===== src/rtl/hazard_pkg.sv =====
// Shared types and constants for the pipeline hazard sequencer.
package hazard_pkg;

    localparam int unsigned REG_AW_DEF = 5;
    localparam int unsigned CNT_W_DEF  = 16;
    localparam int unsigned ZERO_REG   = 0;

    // Stall-depth encoding held in the 2-bit stall_left counter
    localparam int unsigned STALL_W = 2;
    localparam logic [STALL_W-1:0] STALL_NONE    = 2'd0;
    localparam logic [STALL_W-1:0] STALL_ONE     = 2'd1;
    localparam logic [STALL_W-1:0] STALL_LOAD_BR = 2'd2;

    typedef enum logic [1:0] {
        RUN      = 2'd0,
        STALL    = 2'd1,
        MEM_WAIT = 2'd2
    } state_t;

endpackage


===== src/rtl/hazard_ctrl_unit_if.sv =====
// Hazard information from the pipeline and the control pins driven back into it.
interface hazard_ctrl_unit_if #(
    parameter int unsigned REG_AW = 5,
    parameter int unsigned CNT_W  = 16
);
    logic [REG_AW-1:0] rs_id;
    logic [REG_AW-1:0] rt_id;
    logic              use_rs;
    logic              use_rt;
    logic              is_branch_id;
    logic              br_taken_id;
    logic              jump_id;
    logic [REG_AW-1:0] rd_ex;
    logic              regwrite_ex;
    logic              memread_ex;
    logic [REG_AW-1:0] rd_mem;
    logic              memread_mem;
    logic              mem_req;
    logic              mem_ready;

    logic              pc_en;
    logic              if2id_en;
    logic              id2ex_en;
    logic              ex2mem_en;
    logic              mem2wb_en;
    logic              if2id_flush;
    logic              id2ex_flush;
    logic [CNT_W-1:0]  stall_cycles;
    logic [CNT_W-1:0]  flush_cycles;

    modport master (
        output rs_id, rt_id, use_rs, use_rt, is_branch_id, br_taken_id, jump_id,
               rd_ex, regwrite_ex, memread_ex, rd_mem, memread_mem, mem_req, mem_ready,
        input  pc_en, if2id_en, id2ex_en, ex2mem_en, mem2wb_en, if2id_flush, id2ex_flush,
               stall_cycles, flush_cycles
    );

    modport slave (
        input  rs_id, rt_id, use_rs, use_rt, is_branch_id, br_taken_id, jump_id,
               rd_ex, regwrite_ex, memread_ex, rd_mem, memread_mem, mem_req, mem_ready,
        output pc_en, if2id_en, id2ex_en, ex2mem_en, mem2wb_en, if2id_flush, id2ex_flush,
               stall_cycles, flush_cycles
    );

endinterface


===== src/rtl/hazard_match.sv =====
// Destination-vs-source register compare for one downstream stage; $0 never matches.
module hazard_match
    import hazard_pkg::*;
#(
    parameter int unsigned REG_AW = REG_AW_DEF
) (
    input  logic [REG_AW-1:0] rd,
    input  logic [REG_AW-1:0] rs,
    input  logic [REG_AW-1:0] rt,
    input  logic              use_rs,
    input  logic              use_rt,
    output logic              hit_c
);

    assign hit_c = (rd != REG_AW'(ZERO_REG)) &&
                   ((use_rs && (rd == rs)) || (use_rt && (rd == rt)));

endmodule


===== src/rtl/hazard_ctrl_unit.sv =====
// Stall/flush sequencer for the 5-stage pipeline with saturating stall/flush cycle counters.
module hazard_ctrl_unit
    import hazard_pkg::*;
#(
    parameter int unsigned REG_AW = REG_AW_DEF,
    parameter int unsigned CNT_W  = CNT_W_DEF
) (
    input logic               clk,
    input logic               rst,
    hazard_ctrl_unit_if.slave bus
);

    state_t               state, state_n, ret_state, ret_state_n, eff_state;
    logic [STALL_W-1:0]   stall_left, stall_left_n, need;
    logic                 hit_ex, hit_mem, mem_wait, freeze, stall_c, flush_c;
    logic [CNT_W-1:0]     stall_cnt, flush_cnt;

    hazard_match #(.REG_AW(REG_AW)) u_match_ex (
        .rd(bus.rd_ex), .rs(bus.rs_id), .rt(bus.rt_id),
        .use_rs(bus.use_rs), .use_rt(bus.use_rt), .hit_c(hit_ex)
    );

    hazard_match #(.REG_AW(REG_AW)) u_match_mem (
        .rd(bus.rd_mem), .rs(bus.rs_id), .rt(bus.rt_id),
        .use_rs(bus.use_rs), .use_rt(bus.use_rt), .hit_c(hit_mem)
    );

    assign mem_wait = bus.mem_req && !bus.mem_ready;

    // Stall depth required by the instruction currently in ID
    always_comb begin
        need = STALL_NONE;
        if (bus.memread_ex && hit_ex)
            need = bus.is_branch_id ? STALL_LOAD_BR : STALL_ONE;
        else if (bus.regwrite_ex && hit_ex && bus.is_branch_id)
            need = STALL_ONE;
        else if (bus.memread_mem && hit_mem && bus.is_branch_id)
            need = STALL_ONE;
    end

    always_ff @(posedge clk or posedge rst) begin
        if (rst) begin
            state      <= RUN;
            ret_state  <= RUN;
            stall_left <= STALL_NONE;
        end else begin
            state      <= state_n;
            ret_state  <= ret_state_n;
            stall_left <= stall_left_n;
        end
    end

    // The cycle memory becomes ready behaves exactly as the interrupted state
    always_comb begin
        state_n      = state;
        ret_state_n  = ret_state;
        stall_left_n = stall_left;
        freeze       = 1'b0;
        stall_c      = 1'b0;
        flush_c      = 1'b0;
        eff_state    = (state == MEM_WAIT) ? ret_state : state;
        if (mem_wait) begin
            freeze      = 1'b1;
            state_n     = MEM_WAIT;
            ret_state_n = eff_state;
        end else begin
            case (eff_state)
                STALL: begin
                    stall_c = 1'b1;
                    if (stall_left <= STALL_ONE) begin
                        state_n      = RUN;
                        stall_left_n = STALL_NONE;
                    end else begin
                        state_n      = STALL;
                        stall_left_n = stall_left - STALL_ONE;
                    end
                end
                default: begin
                    state_n = RUN;
                    if (need != STALL_NONE) begin
                        stall_c      = 1'b1;
                        stall_left_n = need - STALL_ONE;
                        state_n      = (need > STALL_ONE) ? STALL : RUN;
                    end else if ((bus.is_branch_id && bus.br_taken_id) || bus.jump_id) begin
                        flush_c = 1'b1;
                    end
                end
            endcase
        end
    end

    assign bus.pc_en        = !(freeze || stall_c);
    assign bus.if2id_en     = !(freeze || stall_c);
    assign bus.id2ex_en     = !freeze;
    assign bus.ex2mem_en    = !freeze;
    assign bus.mem2wb_en    = !freeze;
    assign bus.if2id_flush  = flush_c;
    assign bus.id2ex_flush  = stall_c;
    assign bus.stall_cycles = stall_cnt;
    assign bus.flush_cycles = flush_cnt;

    // Saturating performance counters
    always_ff @(posedge clk or posedge rst) begin
        if (rst) begin
            stall_cnt <= '0;
            flush_cnt <= '0;
        end else begin
            if ((freeze || stall_c) && (stall_cnt != '1))
                stall_cnt <= stall_cnt + CNT_W'(1);
            if (flush_c && (flush_cnt != '1))
                flush_cnt <= flush_cnt + CNT_W'(1);
        end
    end

endmodule


===== src/flat_wrapper.sv =====
// flat-port wrapper written by rule: the top's interface ports become plain ports
module hazard_ctrl_unit_flat import hazard_pkg::*;
#(
    parameter int unsigned REG_AW = REG_AW_DEF,
    parameter int unsigned CNT_W  = CNT_W_DEF
)
  (clk, rst, bus_rs_id, bus_rt_id, bus_use_rs, bus_use_rt, bus_is_branch_id, bus_br_taken_id, bus_jump_id, bus_rd_ex, bus_regwrite_ex, bus_memread_ex, bus_rd_mem, bus_memread_mem, bus_mem_req, bus_mem_ready, bus_pc_en, bus_if2id_en, bus_id2ex_en, bus_ex2mem_en, bus_mem2wb_en, bus_if2id_flush, bus_id2ex_flush, bus_stall_cycles, bus_flush_cycles);
  hazard_ctrl_unit_if #(.REG_AW(REG_AW), .CNT_W(CNT_W)) bus_i ();
  input logic clk;
  input logic rst;
  input wire logic [$bits(bus_i.rs_id)-1:0] bus_rs_id;
  input wire logic [$bits(bus_i.rt_id)-1:0] bus_rt_id;
  input wire logic [$bits(bus_i.use_rs)-1:0] bus_use_rs;
  input wire logic [$bits(bus_i.use_rt)-1:0] bus_use_rt;
  input wire logic [$bits(bus_i.is_branch_id)-1:0] bus_is_branch_id;
  input wire logic [$bits(bus_i.br_taken_id)-1:0] bus_br_taken_id;
  input wire logic [$bits(bus_i.jump_id)-1:0] bus_jump_id;
  input wire logic [$bits(bus_i.rd_ex)-1:0] bus_rd_ex;
  input wire logic [$bits(bus_i.regwrite_ex)-1:0] bus_regwrite_ex;
  input wire logic [$bits(bus_i.memread_ex)-1:0] bus_memread_ex;
  input wire logic [$bits(bus_i.rd_mem)-1:0] bus_rd_mem;
  input wire logic [$bits(bus_i.memread_mem)-1:0] bus_memread_mem;
  input wire logic [$bits(bus_i.mem_req)-1:0] bus_mem_req;
  input wire logic [$bits(bus_i.mem_ready)-1:0] bus_mem_ready;
  output wire logic [$bits(bus_i.pc_en)-1:0] bus_pc_en;
  output wire logic [$bits(bus_i.if2id_en)-1:0] bus_if2id_en;
  output wire logic [$bits(bus_i.id2ex_en)-1:0] bus_id2ex_en;
  output wire logic [$bits(bus_i.ex2mem_en)-1:0] bus_ex2mem_en;
  output wire logic [$bits(bus_i.mem2wb_en)-1:0] bus_mem2wb_en;
  output wire logic [$bits(bus_i.if2id_flush)-1:0] bus_if2id_flush;
  output wire logic [$bits(bus_i.id2ex_flush)-1:0] bus_id2ex_flush;
  output wire logic [$bits(bus_i.stall_cycles)-1:0] bus_stall_cycles;
  output wire logic [$bits(bus_i.flush_cycles)-1:0] bus_flush_cycles;
  assign bus_i.rs_id = bus_rs_id;
  assign bus_i.rt_id = bus_rt_id;
  assign bus_i.use_rs = bus_use_rs;
  assign bus_i.use_rt = bus_use_rt;
  assign bus_i.is_branch_id = bus_is_branch_id;
  assign bus_i.br_taken_id = bus_br_taken_id;
  assign bus_i.jump_id = bus_jump_id;
  assign bus_i.rd_ex = bus_rd_ex;
  assign bus_i.regwrite_ex = bus_regwrite_ex;
  assign bus_i.memread_ex = bus_memread_ex;
  assign bus_i.rd_mem = bus_rd_mem;
  assign bus_i.memread_mem = bus_memread_mem;
  assign bus_i.mem_req = bus_mem_req;
  assign bus_i.mem_ready = bus_mem_ready;
  assign bus_pc_en = bus_i.pc_en;
  assign bus_if2id_en = bus_i.if2id_en;
  assign bus_id2ex_en = bus_i.id2ex_en;
  assign bus_ex2mem_en = bus_i.ex2mem_en;
  assign bus_mem2wb_en = bus_i.mem2wb_en;
  assign bus_if2id_flush = bus_i.if2id_flush;
  assign bus_id2ex_flush = bus_i.id2ex_flush;
  assign bus_stall_cycles = bus_i.stall_cycles;
  assign bus_flush_cycles = bus_i.flush_cycles;
  hazard_ctrl_unit #(.REG_AW(REG_AW), .CNT_W(CNT_W)) u_core (.clk(clk), .rst(rst), .bus(bus_i));
endmodule

===== config.mk =====
export PLATFORM = sky130hd
export DESIGN_NAME = hazard_ctrl_unit_flat
export DESIGN_NICKNAME = d
export VERILOG_FILES = /design/src/rtl/hazard_pkg.sv /design/src/rtl/hazard_ctrl_unit_if.sv /design/src/rtl/hazard_match.sv /design/src/rtl/hazard_ctrl_unit.sv /design/src/flat_wrapper.sv
export SDC_FILE = /design/constraint.sdc
export NUM_CORES = 1
export LEC_CHECK = 0
export ABC_AREA = 1
export CORE_MARGIN = 1.5
export CORE_UTILIZATION = 50
export DETAILED_ROUTE_END_ITERATION = 16
export GPL_ROUTABILITY_DRIVEN = 0
export GPL_TIMING_DRIVEN = 0
export MAX_ROUTING_LAYER = met4
export PLACE_DENSITY_LB_ADDON = 0.1
export SLEW_MARGIN = 20
export SYNTH_ARGS = -nofsm -noshare
export SYNTH_HDL_FRONTEND = slang
export SYNTH_HIERARCHICAL = 1
export SYNTH_SLANG_ARGS = --single-unit

===== constraint.sdc =====
create_clock -name clk -period 4.2 [get_ports clk]
set_clock_uncertainty 0.15 [all_clocks]
set_input_delay 0.84 -clock clk [delete_from_list [all_inputs] [get_ports clk]]
set_output_delay 0.84 -clock clk [all_outputs]
set_load 0.02 [all_outputs]

==> Implementation_results.wiki <==
{| class="wikitable"
! Metric !! Value
|-
| Run status || finished, final reports clean
|-
| Total Routed Length || 7096 µm
|-
| Drt via density || 4.959
|-
| Max H-tree Level || 2
|-
| Residual DRC count || 0
|-
| Sequential fraction of the synthesis area || 32.84%
|-
| Switching Share || 37.02%
|-
| Top Metal Used || met4
|-
| Minimum period implied by the final worst setup slack || 4.020 ns
|-
| Antenna violations before repair || 0
|-
| Final hold viol count || 0
|-
| CP Data Required Time || 3.21 ns
|-
| Commonest non-fill, non-tap cells in the layout || 199 x sky130_fd_sc_hd__nand2_1, 63 x sky130_fd_sc_hd__clkdlybuf4s50_1, 50 x sky130_fd_sc_hd__inv_1
|-
| Crit start category || input port
|-
| Cell Int Power || 0.9020 mW
|-
| Start-to-end type of the worst setup path || in -> out
|-
| Inserted Diodes || 0
|-
| Post-Route M1 WL || 3140 µm
|-
| Number of top-level pins || 71
|-
| Initial core utilization || 52.26%
|-
| Max Cap Viol || 0
|-
| Clock transition at the registers of the reported paths || 0.08 ns
|-
| Aggregate global routing overflow || 0
|-
| Count of synthesis-stage warnings from yosys || 6
|-
| Hold buffer count at cts || 0
|-
| Nets || 569
|-
| Post-synthesis instance area || 2895 µm²
|-
| Reg-to-reg critical path startpoint || u_core/bus.flush_cycles[0]
|-
| Core footprint || 5540 µm²
|-
| Unique cell type count in the Yosys netlist || 26
|-
| Post-synthesis net count || 491
|-
| Largest net degree at the start of global routing || 27
|-
| Kind of capture point of the worst setup path || output pin
|-
| Max Transition Viols Final || 0
|-
| Iteration count of the initial detailed-routing pass || 4
|-
| Length of routed met2 wiring || 3596 µm
|-
| Max VDD drop || 0.0003080 V
|-
| Synthesized area per cell || 6.349 µm²
|-
| Fraction of final layout cells with drive strength greater than 1 || 12.15%
|-
| Type of the worst min-delay path || reg -> reg
|-
| Most common library cell in the layout ignoring fill and taps || sky130_fd_sc_hd__nand2_1
|-
| Die outline area || 6256 µm²
|-
| Worst setup path startpoint || bus_rd_ex[3]
|-
| Peak fanout along the critical path || 4
|-
| Cells after synthesis || 456
|-
| First-pass GRT wire length || 11800 µm
|-
| Final worst path period share || 95.70%
|-
| Number of buffers created by CTS || 5
|-
| Area Growth Syn to Fin || 33.28%
|-
| Comb power frac || 38.0%
|-
| WP data arrival || 3.03 ns
|-
| Via count of the routed design || 3010
|-
| Met3 wire len || 292 µm
|-
| Latest clock arrival within the worst-skew pair || 0.30 ns
|-
| Transition at the pin with the smallest max-transition slack || 0.3262 ns
|-
| Residual antenna-violating net count after detailed routing || 0
|-
| Layout filler cell count || 506
|-
| Clock tree sinks || 38
|-
| Post-route worst hold slack || 0.3565 ns
|-
| P_sw || 0.5301 mW
|-
| Clock group share of total power || 26.7%
|-
| Number of violations reported at the end of detailed-routing iteration 0 || 169
|-
| Drt wl/cell || 11.69 µm
|-
| Fin Setup TNS || 0 ns
|-
| Final number of setup-violating endpoints || 0
|-
| Worst relative slew slack || 78.22%
|-
| Clock tree from TritonCTS || done
|-
| Sequential fraction of design power || 35.3%
|-
| Count of state elements after synthesis || 38
|-
| Num rows || 27
|-
| Highest achievable clock rate || 248.8 MHz
|-
| Area of the multi-input gates || 1663 µm²
|-
| Horizontal die dimension || 79.10 µm
|-
| HPWL Detailed || 5377 µm
|-
| Count of buffers inserted at the top-level ports || 70
|-
| Via count of the first global-routing pass || 2789
|-
| Static leakage || 1.950 nW
|-
| Register area || 950.9 µm²
|-
| Overall die height || 79.10 µm
|-
| Clock root cell || sky130_fd_sc_hd__clkbuf_8
|-
| Areal power density over the cells || 371.1 nW/µm²
|-
| Global-route usage over all layers || 24.26%
|-
| Worst hold start || u_core/ret_state[1]
|-
| Clk buf depth || 2
|}
## per-stage QoR
stage	setup slack [ns]	instances	utilization, %	power, mW	area (µm²)
2_1_floorplan	0.9938	456	-	0.8476	2895
3_3_place_gp	-0.3113	598	66.53	1.048	3686
3_5_place_dp	-0.3321	599	66.89	1.063	3706
4_1_cts	0.01853	607	69.33	1.439	3841
5_1_grt	-0.02271	607	69.65	1.521	3859
6_report	0.1804	607	69.65	1.432	3859
## kinds of logic after synthesis
kind of cell	after synthesis	share of synthesized area [%]
buffers and inverters	67	10.24
DFF	38	32.84
xor gates and xnor gates	14	4.235
and+or+nand+nor	314	47.62
AOI/OAI and AO/OA	20	3.760
adders and majority gates	3	1.297
## power by group through the flow
stage	clock, mW	combinational [mW]	sequential [mW]
floorplan	0	0.297	0.551
global placement	0	0.539	0.509
detailed placement	0	0.551	0.512
CTS	0.390	0.545	0.505
global route	0.403	0.603	0.515
finish	0.382	0.544	0.506
## final timing paths
path                       slack [ns]                          to  cells after the start
max                              0.18             bus_id2ex_flush                     13
min                              0.36         u_core/ret_state[1]                      2
max reg2reg                      2.39  u_core/bus.flush_cycles[1]                      9
min reg2reg                      0.36         u_core/ret_state[1]                      2
max in group asynchronous        2.80  u_core/bus.flush_cycles[0]                      3
min in group asynchronous        0.66             u_core/state[0]                      2
## Yosys cell counts, drive strengths merged
| library cell | count | area (µm²) |
|---|---|---|
| nand2 | 219 | 892.1 |
| inv | 59 | 224.0 |
| nor2 | 53 | 234.0 |
| dfrtp | 38 | 950.9 |
| nand3 | 27 | 155.2 |
| nand4 | 13 | 87.58 |
| o21ai | 12 | 60.05 |
| xnor2 | 11 | 96.34 |
| a21oi | 7 | 42.54 |
| buf | 7 | 67.56 |
| ha | 3 | 37.54 |
| xor2 | 3 | 26.28 |
| nor3 | 2 | 10.01 |
| a31oi | 1 | 6.260 |
| clkinv | 1 | 5.000 |
## worst max-delay path, stage by stage
cell,delay [ns]
sky130_fd_sc_hd__clkdlybuf4s50_1,0.53
sky130_fd_sc_hd__inv_2,0.07
sky130_fd_sc_hd__nand2_2,0.05
sky130_fd_sc_hd__nand2_1,0.05
sky130_fd_sc_hd__nor2_1,0.14
sky130_fd_sc_hd__nand3_1,0.10
sky130_fd_sc_hd__a21oi_2,0.21
sky130_fd_sc_hd__nand3_1,0.10
sky130_fd_sc_hd__nand3_1,0.10
sky130_fd_sc_hd__nand2_1,0.08
sky130_fd_sc_hd__ha_2,0.21
sky130_fd_sc_hd__a21oi_2,0.21
sky130_fd_sc_hd__clkdlybuf4s15_1,0.33
## area by class of cell
cell class	count	share of cell area (%)
clock buffer	5	1.783
clock inverter	3	1.783
sequential	38	24.64
buffer	7	1.751
timing repair buffer	71	18.68
multi-input combinational	351	43.09
inverter	60	5.934
tap	72	2.335
## per-layer routing
layer  up-vias  track usage (%)
met1      1382            27.68
met4         0            7.368
li1       1549                -
met2        71            42.74
met5         -                -
met3         8            5.057
## state kept, by name, summed over array words and instances, names as in the netlist
| signal | flops |
|---|---|
| u_core/stall_left | 2 |
| u_core/ret_state | 2 |
| u_core/state | 2 |
| u_core/bus.flush_cycles | 16 |
| u_core/bus.stall_cycles | 16 |
## what timing repair did
action	in CTS	in global routing
setup buffers	0	0
resized for setup	6	13
pin swaps	0	2
endpoints found under the hold margin	0	0
endpoints found under the setup margin	4	4
Note: power is estimated with default switching activity, not from simulation.
